**src/rtl/riscv_writeback_if.sv**
```systemverilog
// Writeback bundle: ALU result handshake, load issue/response, regfile write port.
// master = writeback unit view; slave = surrounding pipeline/memory/regfile view.
interface riscv_writeback_if #(
    parameter int XLEN   = 32,
    parameter int REG_AW = 5
);
    logic              alu_valid;
    logic [REG_AW-1:0] alu_rd;
    logic [XLEN-1:0]   alu_data;
    logic              alu_ready;
    logic              ld_issue;
    logic [REG_AW-1:0] ld_rd;
    logic [2:0]        ld_funct3;
    logic [1:0]        ld_addr_lo;
    logic              ld_busy;
    logic              mem_rvalid;
    logic [XLEN-1:0]   mem_rdata;
    logic [REG_AW-1:0] writeReg;
    logic [XLEN-1:0]   writeData;
    logic              write;
    logic              ld_err;
`ifdef WB_SCOREBOARD_EN
    logic [31:0]       busy_mask;
`endif

    modport master (
        input  alu_valid, alu_rd, alu_data,
        input  ld_issue, ld_rd, ld_funct3, ld_addr_lo,
        input  mem_rvalid, mem_rdata,
        output alu_ready, ld_busy,
        output writeReg, writeData, write, ld_err
`ifdef WB_SCOREBOARD_EN
        , output busy_mask
`endif
    );

    modport slave (
        output alu_valid, alu_rd, alu_data,
        output ld_issue, ld_rd, ld_funct3, ld_addr_lo,
        output mem_rvalid, mem_rdata,
        input  alu_ready, ld_busy,
        input  writeReg, writeData, write, ld_err
`ifdef WB_SCOREBOARD_EN
        , input busy_mask
`endif
    );
endinterface

```
**src/rtl/riscv_writeback.sv**
```systemverilog
// Register-file write master: merges ALU results and formatted load data into
// one registered write per cycle; a 1-entry skid buffer back-pressures the ALU.
// Ports: clk, rst (sync, active-high), wb (riscv_writeback_if.master):
//   alu_valid/alu_rd/alu_data/alu_ready  ALU result handshake
//   ld_issue/ld_rd/ld_funct3/ld_addr_lo/ld_busy  load issue
//   mem_rvalid/mem_rdata  load response; writeReg/writeData/write  regfile port
//   ld_err  sticky error flag
// Optional: define WB_SCOREBOARD_EN to add busy_mask (pending load targets).
module riscv_writeback #(
    parameter int XLEN   = 32,
    parameter int REG_AW = 5
) (
    input  logic               clk,
    input  logic               rst,
    riscv_writeback_if.master  wb
);
    typedef enum logic {
        IDLE,
        WAIT
    } state_e;

    state_e            state_q, state_d;
    logic [REG_AW-1:0] ld_rd_q, ld_rd_d;
    logic [2:0]        ld_f3_q, ld_f3_d;
    logic [1:0]        ld_lo_q, ld_lo_d;

    logic              skid_full_q, skid_full_d;
    logic [REG_AW-1:0] skid_rd_q, skid_rd_d;
    logic [XLEN-1:0]   skid_data_q, skid_data_d;

    logic              wr_en_q, wr_en_d;
    logic [REG_AW-1:0] wr_reg_q, wr_reg_d;
    logic [XLEN-1:0]   wr_data_q, wr_data_d;
    logic              ld_err_q, ld_err_d;

    logic              ld_hit;
    logic              alu_acc;
    logic [XLEN-1:0]   fmt_data;
    logic              fmt_err;
    logic [XLEN-1:0]   shifted;
    logic [7:0]        byte_v;
    logic [15:0]       half_v;

    logic              win;
    logic [REG_AW-1:0] win_rd;
    logic [XLEN-1:0]   win_data;

    assign ld_hit       = (state_q == WAIT) && wb.mem_rvalid;
    assign wb.alu_ready = ~skid_full_q;
    assign alu_acc      = wb.alu_valid && ~skid_full_q;
    assign wb.ld_busy   = (state_q == WAIT);
    assign wb.write     = wr_en_q;
    assign wb.writeReg  = wr_reg_q;
    assign wb.writeData = wr_data_q;
    assign wb.ld_err    = ld_err_q;

    // Load data formatting from the captured funct3 / address bits
    always_comb begin
        fmt_data = '0;
        fmt_err  = 1'b0;
        shifted  = wb.mem_rdata >> {ld_lo_q, 3'b000};
        byte_v   = shifted[7:0];
        half_v   = ld_lo_q[1] ? wb.mem_rdata[31:16] : wb.mem_rdata[15:0];
        case (ld_f3_q)
            3'b000: fmt_data = {{(XLEN-8){byte_v[7]}}, byte_v};
            3'b100: fmt_data = {{(XLEN-8){1'b0}}, byte_v};
            3'b001: begin
                fmt_data = {{(XLEN-16){half_v[15]}}, half_v};
                fmt_err  = ld_lo_q[0];
            end
            3'b101: begin
                fmt_data = {{(XLEN-16){1'b0}}, half_v};
                fmt_err  = ld_lo_q[0];
            end
            3'b010: begin
                fmt_data = wb.mem_rdata;
                fmt_err  = (ld_lo_q != 2'b00);
            end
            default: begin
                fmt_data = '0;
                fmt_err  = 1'b1;
            end
        endcase
    end

    // Load FSM
    always_comb begin
        state_d = state_q;
        ld_rd_d = ld_rd_q;
        ld_f3_d = ld_f3_q;
        ld_lo_d = ld_lo_q;
        unique case (state_q)
            IDLE: begin
                if (wb.ld_issue) begin
                    ld_rd_d = wb.ld_rd;
                    ld_f3_d = wb.ld_funct3;
                    ld_lo_d = wb.ld_addr_lo;
                    state_d = WAIT;
                end
            end
            WAIT: begin
                if (wb.mem_rvalid) begin
                    state_d = IDLE;
                end
            end
            default: state_d = IDLE;
        endcase
    end

    // Arbitration: load result > skid entry > incoming ALU result
    always_comb begin
        skid_full_d = skid_full_q;
        skid_rd_d   = skid_rd_q;
        skid_data_d = skid_data_q;
        win         = 1'b0;
        win_rd      = '0;
        win_data    = '0;
        if (ld_hit) begin
            win      = 1'b1;
            win_rd   = ld_rd_q;
            win_data = fmt_data;
            // alu_acc implies skid empty, so no entry is overwritten
            if (alu_acc) begin
                skid_full_d = 1'b1;
                skid_rd_d   = wb.alu_rd;
                skid_data_d = wb.alu_data;
            end
        end else if (skid_full_q) begin
            win         = 1'b1;
            win_rd      = skid_rd_q;
            win_data    = skid_data_q;
            skid_full_d = 1'b0;
        end else if (alu_acc) begin
            win      = 1'b1;
            win_rd   = wb.alu_rd;
            win_data = wb.alu_data;
        end
    end

    // Output stage and sticky error
    always_comb begin
        wr_en_d   = win && (win_rd != '0);
        wr_reg_d  = wr_reg_q;
        wr_data_d = wr_data_q;
        if (win) begin
            wr_reg_d  = win_rd;
            wr_data_d = win_data;
        end
        ld_err_d = ld_err_q
                 | ((state_q == IDLE) && wb.mem_rvalid)
                 | (ld_hit && fmt_err);
    end

    always_ff @(posedge clk) begin
        if (rst) begin
            state_q     <= IDLE;
            ld_rd_q     <= '0;
            ld_f3_q     <= '0;
            ld_lo_q     <= '0;
            skid_full_q <= 1'b0;
            skid_rd_q   <= '0;
            skid_data_q <= '0;
            wr_en_q     <= 1'b0;
            wr_reg_q    <= '0;
            wr_data_q   <= '0;
            ld_err_q    <= 1'b0;
        end else begin
            state_q     <= state_d;
            ld_rd_q     <= ld_rd_d;
            ld_f3_q     <= ld_f3_d;
            ld_lo_q     <= ld_lo_d;
            skid_full_q <= skid_full_d;
            skid_rd_q   <= skid_rd_d;
            skid_data_q <= skid_data_d;
            wr_en_q     <= wr_en_d;
            wr_reg_q    <= wr_reg_d;
            wr_data_q   <= wr_data_d;
            ld_err_q    <= ld_err_d;
        end
    end

`ifdef WB_SCOREBOARD_EN
    logic [31:0] busy_mask_q, busy_mask_d;

    // Set on load acceptance, cleared on the edge that writes the load back
    always_comb begin
        busy_mask_d = busy_mask_q;
        if ((state_q == IDLE) && wb.ld_issue && (wb.ld_rd != '0)) begin
            busy_mask_d[wb.ld_rd] = 1'b1;
        end
        if (ld_hit) begin
            busy_mask_d[ld_rd_q] = 1'b0;
        end
        busy_mask_d[0] = 1'b0;
    end

    always_ff @(posedge clk) begin
        if (rst) begin
            busy_mask_q <= '0;
        end else begin
            busy_mask_q <= busy_mask_d;
        end
    end

    assign wb.busy_mask = busy_mask_q;
`endif
endmodule

```
**src/flat_wrapper.sv**
```systemverilog
// flat-port wrapper written by rule: the top's interface ports become plain ports
module riscv_writeback_flat 
#(
    parameter int XLEN   = 32,
    parameter int REG_AW = 5
)
  (clk, rst, wb_alu_valid, wb_alu_rd, wb_alu_data, wb_ld_issue, wb_ld_rd, wb_ld_funct3, wb_ld_addr_lo, wb_mem_rvalid, wb_mem_rdata, wb_alu_ready, wb_ld_busy, wb_writeReg, wb_writeData, wb_write, wb_ld_err);
  riscv_writeback_if #(.XLEN(XLEN), .REG_AW(REG_AW)) wb_i ();
  input  logic clk;
  input  logic rst;
  input wire logic [$bits(wb_i.alu_valid)-1:0] wb_alu_valid;
  input wire logic [$bits(wb_i.alu_rd)-1:0] wb_alu_rd;
  input wire logic [$bits(wb_i.alu_data)-1:0] wb_alu_data;
  input wire logic [$bits(wb_i.ld_issue)-1:0] wb_ld_issue;
  input wire logic [$bits(wb_i.ld_rd)-1:0] wb_ld_rd;
  input wire logic [$bits(wb_i.ld_funct3)-1:0] wb_ld_funct3;
  input wire logic [$bits(wb_i.ld_addr_lo)-1:0] wb_ld_addr_lo;
  input wire logic [$bits(wb_i.mem_rvalid)-1:0] wb_mem_rvalid;
  input wire logic [$bits(wb_i.mem_rdata)-1:0] wb_mem_rdata;
  output wire logic [$bits(wb_i.alu_ready)-1:0] wb_alu_ready;
  output wire logic [$bits(wb_i.ld_busy)-1:0] wb_ld_busy;
  output wire logic [$bits(wb_i.writeReg)-1:0] wb_writeReg;
  output wire logic [$bits(wb_i.writeData)-1:0] wb_writeData;
  output wire logic [$bits(wb_i.write)-1:0] wb_write;
  output wire logic [$bits(wb_i.ld_err)-1:0] wb_ld_err;
  assign wb_i.alu_valid = wb_alu_valid;
  assign wb_i.alu_rd = wb_alu_rd;
  assign wb_i.alu_data = wb_alu_data;
  assign wb_i.ld_issue = wb_ld_issue;
  assign wb_i.ld_rd = wb_ld_rd;
  assign wb_i.ld_funct3 = wb_ld_funct3;
  assign wb_i.ld_addr_lo = wb_ld_addr_lo;
  assign wb_i.mem_rvalid = wb_mem_rvalid;
  assign wb_i.mem_rdata = wb_mem_rdata;
  assign wb_alu_ready = wb_i.alu_ready;
  assign wb_ld_busy = wb_i.ld_busy;
  assign wb_writeReg = wb_i.writeReg;
  assign wb_writeData = wb_i.writeData;
  assign wb_write = wb_i.write;
  assign wb_ld_err = wb_i.ld_err;
  riscv_writeback #(.XLEN(XLEN), .REG_AW(REG_AW)) u_core (.clk(clk), .rst(rst), .wb(wb_i));
endmodule
```
**config.mk**
```make
export PLATFORM = sky130hd
export DESIGN_NAME = riscv_writeback_flat
export DESIGN_NICKNAME = d
export VERILOG_FILES = /design/src/rtl/riscv_writeback_if.sv /design/src/rtl/riscv_writeback.sv /design/src/flat_wrapper.sv
export SDC_FILE = /design/constraint.sdc
export NUM_CORES = 1
export LEC_CHECK = 0
export BUFFER_PORTS_ARGS = -buffer_cell sky130_fd_sc_hd__buf_2
export CAP_MARGIN = 40
export CORE_ASPECT_RATIO = 0.6
export CORE_MARGIN = 2
export CORE_UTILIZATION = 45
export CTS_CLUSTER_DIAMETER = 50
export DETAILED_ROUTE_END_ITERATION = 10
export HOLD_SLACK_MARGIN = 0.02
export PLACE_DENSITY = 0.69
export SKIP_CTS_REPAIR_TIMING = 1
export SYNTH_ARGS = -nofsm -noshare
export SYNTH_HDL_FRONTEND = slang
export SYNTH_SLANG_ARGS = --single-unit
```
**constraint.sdc**
```tcl
create_clock -name clk -period 4.55 [get_ports clk]
set_clock_uncertainty 0.05 [all_clocks]
set_input_delay 0.91 -clock clk [delete_from_list [all_inputs] [get_ports clk]]
set_output_delay 0.91 -clock clk [all_outputs]
set_load 0.005 [all_outputs]
```
==> impl_metrics.tcl, run 1 <==
set metrics [dict create \
    outcome "finished clean" \
    avgSynthCellArea_um2 7.98 \
    cts_inserted_buffers 9 \
    clockBufferDepth 2 \
    ys_top_cells_by_count "nand2_1 (106), dfxtp_1 (88), nor2_1 (62)" \
    clkTransAtPathRegs_ns 0.06 \
    crit_type "reg2out" \
    rsz0062_at_grt "no" \
    drv_cap 0 \
    synth_seq_cells 88 \
    synth_cell_types 42 \
    yosysTopAreaCell "dfxtp_1" \
    r2r_cells 4 \
    r2r_slack_ns 2.18 \
    hpwl_mm 10.2 \
    cp-startpoint "u_core.skid_full_q" \
    final.setup.tns_ns 0 \
    async_flop_share 0 \
    antenna_left 0 \
    fin_crit_sh 0.583 \
    fin_nets 739 \
    fin_util 0.553 \
    area_growth_pct 20.4 \
    cts_tree "built" \
    yosysMostFrequentCell "nand2_1" \
    core_um2 9770 \
    vias_per_cell 5.92 \
    cts_sinks 88 \
    max_stage_delay_ns 0.47 \
    syn_inst 562 \
    seq_area_frac_synth 0.393 \
    p_leak_nw 2.16 \
    ir_worst_vdd_v 0.000182 \
    track_usage 0.270 \
    syn_nets 646 \
    start_util 0.459 \
    cp.arrival_ns 1.69 \
    n_antenna_cell 0 \
    first_pass_iters 6 \
    clock_latency_ns 0.33 \
    drv_slew 0 \
    ioPinCount 125 \
    numPortBuffers 124 \
    critPathLaunchType "flip-flop" \
    place_area_um2 5150 \
    final.min_clock_period_ns 2.65 \
    r2r-start "u_core.ld_lo_q[1]" \
    drt_first_iter_violations 574 \
    worst_slew_pin_slew_ns 0.882 \
    synth_ff_type "dfxtp_1" \
    wl_mm 14.4 \
    synth_edf_count 0 \
    fill_cells 919 \
    vias 4693 \
    synthTopCellsByArea "dfxtp_1 (39%), nand2_1 (8.9%), a21oi_1 (6.8%), nor2b_1 (5.6%), nor2_1 (5.2%)" \
    drc 0 \
    yosysWarnings 0 \
    fmax_ghz 0.377 \
    rows 28 \
    slowest_stage "buf_4" \
    crit_fanout 69 \
    grt_pass1_vias 4164 \
    worstReg2RegEnd "u_core.wb.writeData[8]" \
    hold_path_class "reg2reg" \
    die_y_um 81.3 \
    cp-end-kind "output port" \
    crit_chain "buf_4 > inv_1 > buf_2" \
    register_area_um2 1760 \
    wire_per_inst_um 18.1 \
    dieArea_um2 10800 \
    max_slew_margin 0.400 \
    final_hold_viol_count 0 \
    finalInstanceArea_um2 5400 \
    fp.dieW_um 133 \
    cellPowerDensity_nw_per_um2 343 \
    grt_max_degree 70 \
    grt_overflow 0 \
    syn-cell-area_um2 4490 \
    htreeDepth 3 \
    multiInputGateArea_um2 2480 \
    drive_gt1_frac 0.245 \
    crit_end "wb_alu_ready" \
    setup_viol 0 \
    cts_root_buffer "clkbuf_16" \
    required_ns 3.59 \
    synth_top_area_frac 0.393 \
    grt_pass1_wl_mm 22.5 \
    place_congestion 0.884 \
    antenna_found_initial 0 \
]
==> sequential cells by signal (all words and copies together) (netlist names) <==
| name | count |
|---|---|
| u_core.skid_rd_q | 5 |
| u_core.wb.ld_busy | 1 |
| u_core.wb.writeReg | 5 |
| u_core.ld_rd_q | 5 |
| u_core.wb.ld_err | 1 |
| u_core.wb.write | 1 |
| u_core.skid_full_q | 1 |
| u_core.skid_data_q | 32 |
| u_core.wb.writeData | 32 |
| u_core.ld_f3_q | 3 |
| u_core.ld_lo_q | 2 |
==> critical path: cells and delay by family, from the launching register on <==
kind	cells	cell delay, ns
buf+inv	3	1.02
flops	1	0.31
==> kinds of logic after synthesis <==
kind of cell           synth area share
and+or+nand+nor                   0.248
buffers and inverters            0.0538
AOI/OAI and AO/OA                 0.270
muxes                            0.0349
DFF                               0.393
==> worst min-delay path by stage <==
stage | end | start | cells past startpoint | slack (ns)
global placement | u_core.skid_data_q[8] | u_core.skid_data_q[8] | 2 | 0.39
CTS | u_core.skid_data_q[9] | u_core.skid_data_q[9] | 2 | 0.40
floorplan | u_core.ld_rd_q[4] | u_core.ld_rd_q[4] | 2 | 0.38
finish | u_core.skid_data_q[9] | u_core.skid_data_q[9] | 2 | 0.40
global route | u_core.skid_data_q[21] | u_core.skid_data_q[21] | 2 | 0.42
detailed placement | u_core.skid_data_q[9] | u_core.skid_data_q[9] | 2 | 0.39
==> metrics by stage <==
| stage | setup WS (ns) | instances | total power [mW] | hold WS, ns |
|---|---|---|---|---|
| global placement | 1.67 | 775 | 1.18 | 0.388 |
| finish | 1.90 | 793 | 1.85 | 0.401 |
| CTS | 1.92 | 793 | 1.86 | 0.402 |
| detailed placement | 1.64 | 779 | 1.20 | 0.393 |
| global route | 1.75 | 793 | 1.93 | 0.419 |
| floorplan | 2.40 | 562 | 1.06 | 0.381 |
==> placed cells by master, fill, tap and decap left out, types with 9 or more instances in the layout <==
cell	count
a221oi_1	16
o221ai_1	23
dfxtp_1	87
a21oi_1	61
nand2_1	106
a211oi_1	29
nor2_1	62
nor2b_1	40
buf_2	124
clkbuf_16	9
==> power by group <==
| part | leakage [nW] | switching (mW) | internal [mW] |
|---|---|---|---|
| combinational | 1.31 | 0.195 | 0.144 |
| clock | 0.126 | 0.284 | 0.379 |
| sequential | 0.721 | 0.0355 | 0.817 |
==> layout make-up <==
cell class | count | share of cell area
clock buffer | 13 | 0.0463
sequential | 88 | 0.326
tap | 135 | 0.0313
clock inverter | 1 | 0.000927
multi-input combinational | 420 | 0.460
inverter | 3 | 0.00208
timing repair buffer | 133 | 0.133
==> routing by layer <==
metal  part of all wire  global-route usage
met1               0.49               0.416
met2               0.40               0.377
met3              0.098              0.0612
met4             0.0084              0.0602
met5                  0                   0
No activity file was read; power rests on OpenSTA's default activity.
==> run 2, diff against run 1 <==
Clock period 4.55 ns to 2.6 ns, I/O delays scaled along.
==> run 2 against run 1 <==
Sequential power rose by 75%; non-clock buffer count is 12 higher; worst setup slack lost 1.4 ns; routed wire length up 7.0%; sequential share of layout area is 0.54 points lower; critical path type is now reg2reg; count of clock-buffer cells in the layout down 1; cell count up 1.4%.
==> impl_metrics.tcl, run 2 (synthesized netlist as in run 1, its figures left out) <==
set metrics [dict create \
    final.min_clock_period_ns 2.11 \
    grt_overflow 0 \
    required_ns 2.73 \
    critPathLaunchType "flip-flop" \
    holdWs_ns 0.360 \
    antenna_left 0 \
    use_met2 0.375 \
    cp.arrival_ns 2.25 \
    final_common_cell "buf_2" \
    fp.dieW_um 133 \
    crit_fanout 14 \
    track_usage 0.283 \
    numPortBuffers 124 \
    p_leak_nw 2.22 \
    met1_usage 0.427 \
    fin_crit_sh 0.813 \
    cp-end-kind "flip-flop" \
    wl_mm 15.4 \
    vias 4790 \
    grt_use_met3 0.0999 \
    ir_worst_vdd_v 0.000347 \
    grt_pass1_wl_mm 23.2 \
    setup_viol 0 \
    ioPinCount 125 \
    grt_pass1_vias 4127 \
    drt_first_iter_violations 630 \
    place_congestion 0.867 \
    die_y_um 81.3 \
    cellPowerDensity_nw_per_um2 600 \
    max_slew_margin 0.498 \
    grt_busiest_layer "met1" \
    hpwl_mm 11.2 \
    area_growth_pct 22.4 \
    core_um2 9770 \
    n_antenna_cell 0 \
    fmax_ghz 0.473 \
    mostFrequentLayoutCells "buf_2 (124), nand2_1 (106), dfxtp_1 (87), nor2_1 (62), a21oi_1 (61)" \
    worst_slew_pin_slew_ns 0.748 \
    outcome "finished clean" \
    drc 0 \
    totalPowerFinal_mw 3.29 \
    clockBufferDepth 2 \
    cts_root_buffer "clkbuf_16" \
    clock_latency_ns 0.34 \
    cts_sinks 88 \
    vias_per_cell 5.96 \
    cts_tree "built" \
    fill_cells 948 \
    drive_gt1_frac 0.260 \
    antenna_found_initial 0 \
    hold_path_class "in2reg" \
    drv_slew 0 \
    dieArea_um2 10800 \
    place_area_um2 5230 \
    final_hold_viol_count 0 \
    fin_nets 751 \
    wire_per_inst_um 19.1 \
    finalInstanceArea_um2 5490 \
    first_pass_iters 7 \
    final.setup.tns_ns 0 \
    rsz0062_at_grt "no" \
    grt_max_degree 59 \
    crit_type "reg2reg" \
    drv_cap 0 \
    cts_inserted_buffers 9 \
    start_util 0.459 \
    clkTransAtPathRegs_ns 0.06 \
    htreeDepth 3 \
    rows 28 \
]
-- run 2: stage by stage --
stage	instances	worst slack [ns]	util
after floorplan	562	0.843	-
after global placement	790	0.503	0.534
after detailed placement	791	0.482	0.535
after CTS	804	0.616	0.562
after global routing	804	0.402	0.562
final	804	0.487	0.562
-- run 2: power by group --
part           switching (mW)  total, mW  leakage [nW]  internal (mW)
Sequential             0.0581       1.49         0.721           1.43
Combinational           0.357      0.618          1.37          0.262
Clock                   0.506       1.19         0.130          0.682
Total                   0.921       3.29          2.22           2.37
-- run 2: path summary, 6_finish.rpt --
path | end | start | depth (start not counted) | slack, ns
setup / recovery | u_core.wb.writeData[7] | u_core.ld_f3_q[1] | 4 | 0.49
hold / removal | u_core.ld_f3_q[2] | wb_ld_funct3[2] | 3 | 0.36
setup reg to reg | u_core.wb.writeData[7] | u_core.ld_f3_q[1] | 4 | 0.49
hold reg to reg | u_core.wb.writeReg[3] | u_core.wb.writeReg[3] | 2 | 0.40
-- run 2: layer usage --
metal	vias up	routed length, um
li1	2246	-
met3	26	2030
met5	-	0
met4	0	199
met1	2244	7210
met2	274	5950
-- run 2: cell type report --
| type | instances | area, um^2 | share of cell area |
|---|---|---|---|
| well taps | 135 | 169 | 0.0308 |
| flip-flops and latches | 88 | 1760 | 0.321 |
| clock buffers | 12 | 256 | 0.0467 |
| multi-input cells | 420 | 2480 | 0.452 |
| repair buffers | 145 | 803 | 0.146 |
| inverters | 3 | 11.3 | 0.00205 |
| clock inverters | 1 | 5.00 | 0.000911 |
-- run 2: worst max-delay path, stage by stage (launching register included) --
cell and delay (ns):
dfxtp_1 0.62, or3b_1 0.35, o32ai_1 0.14, a211oi_1 0.66
nor3_1 0.13
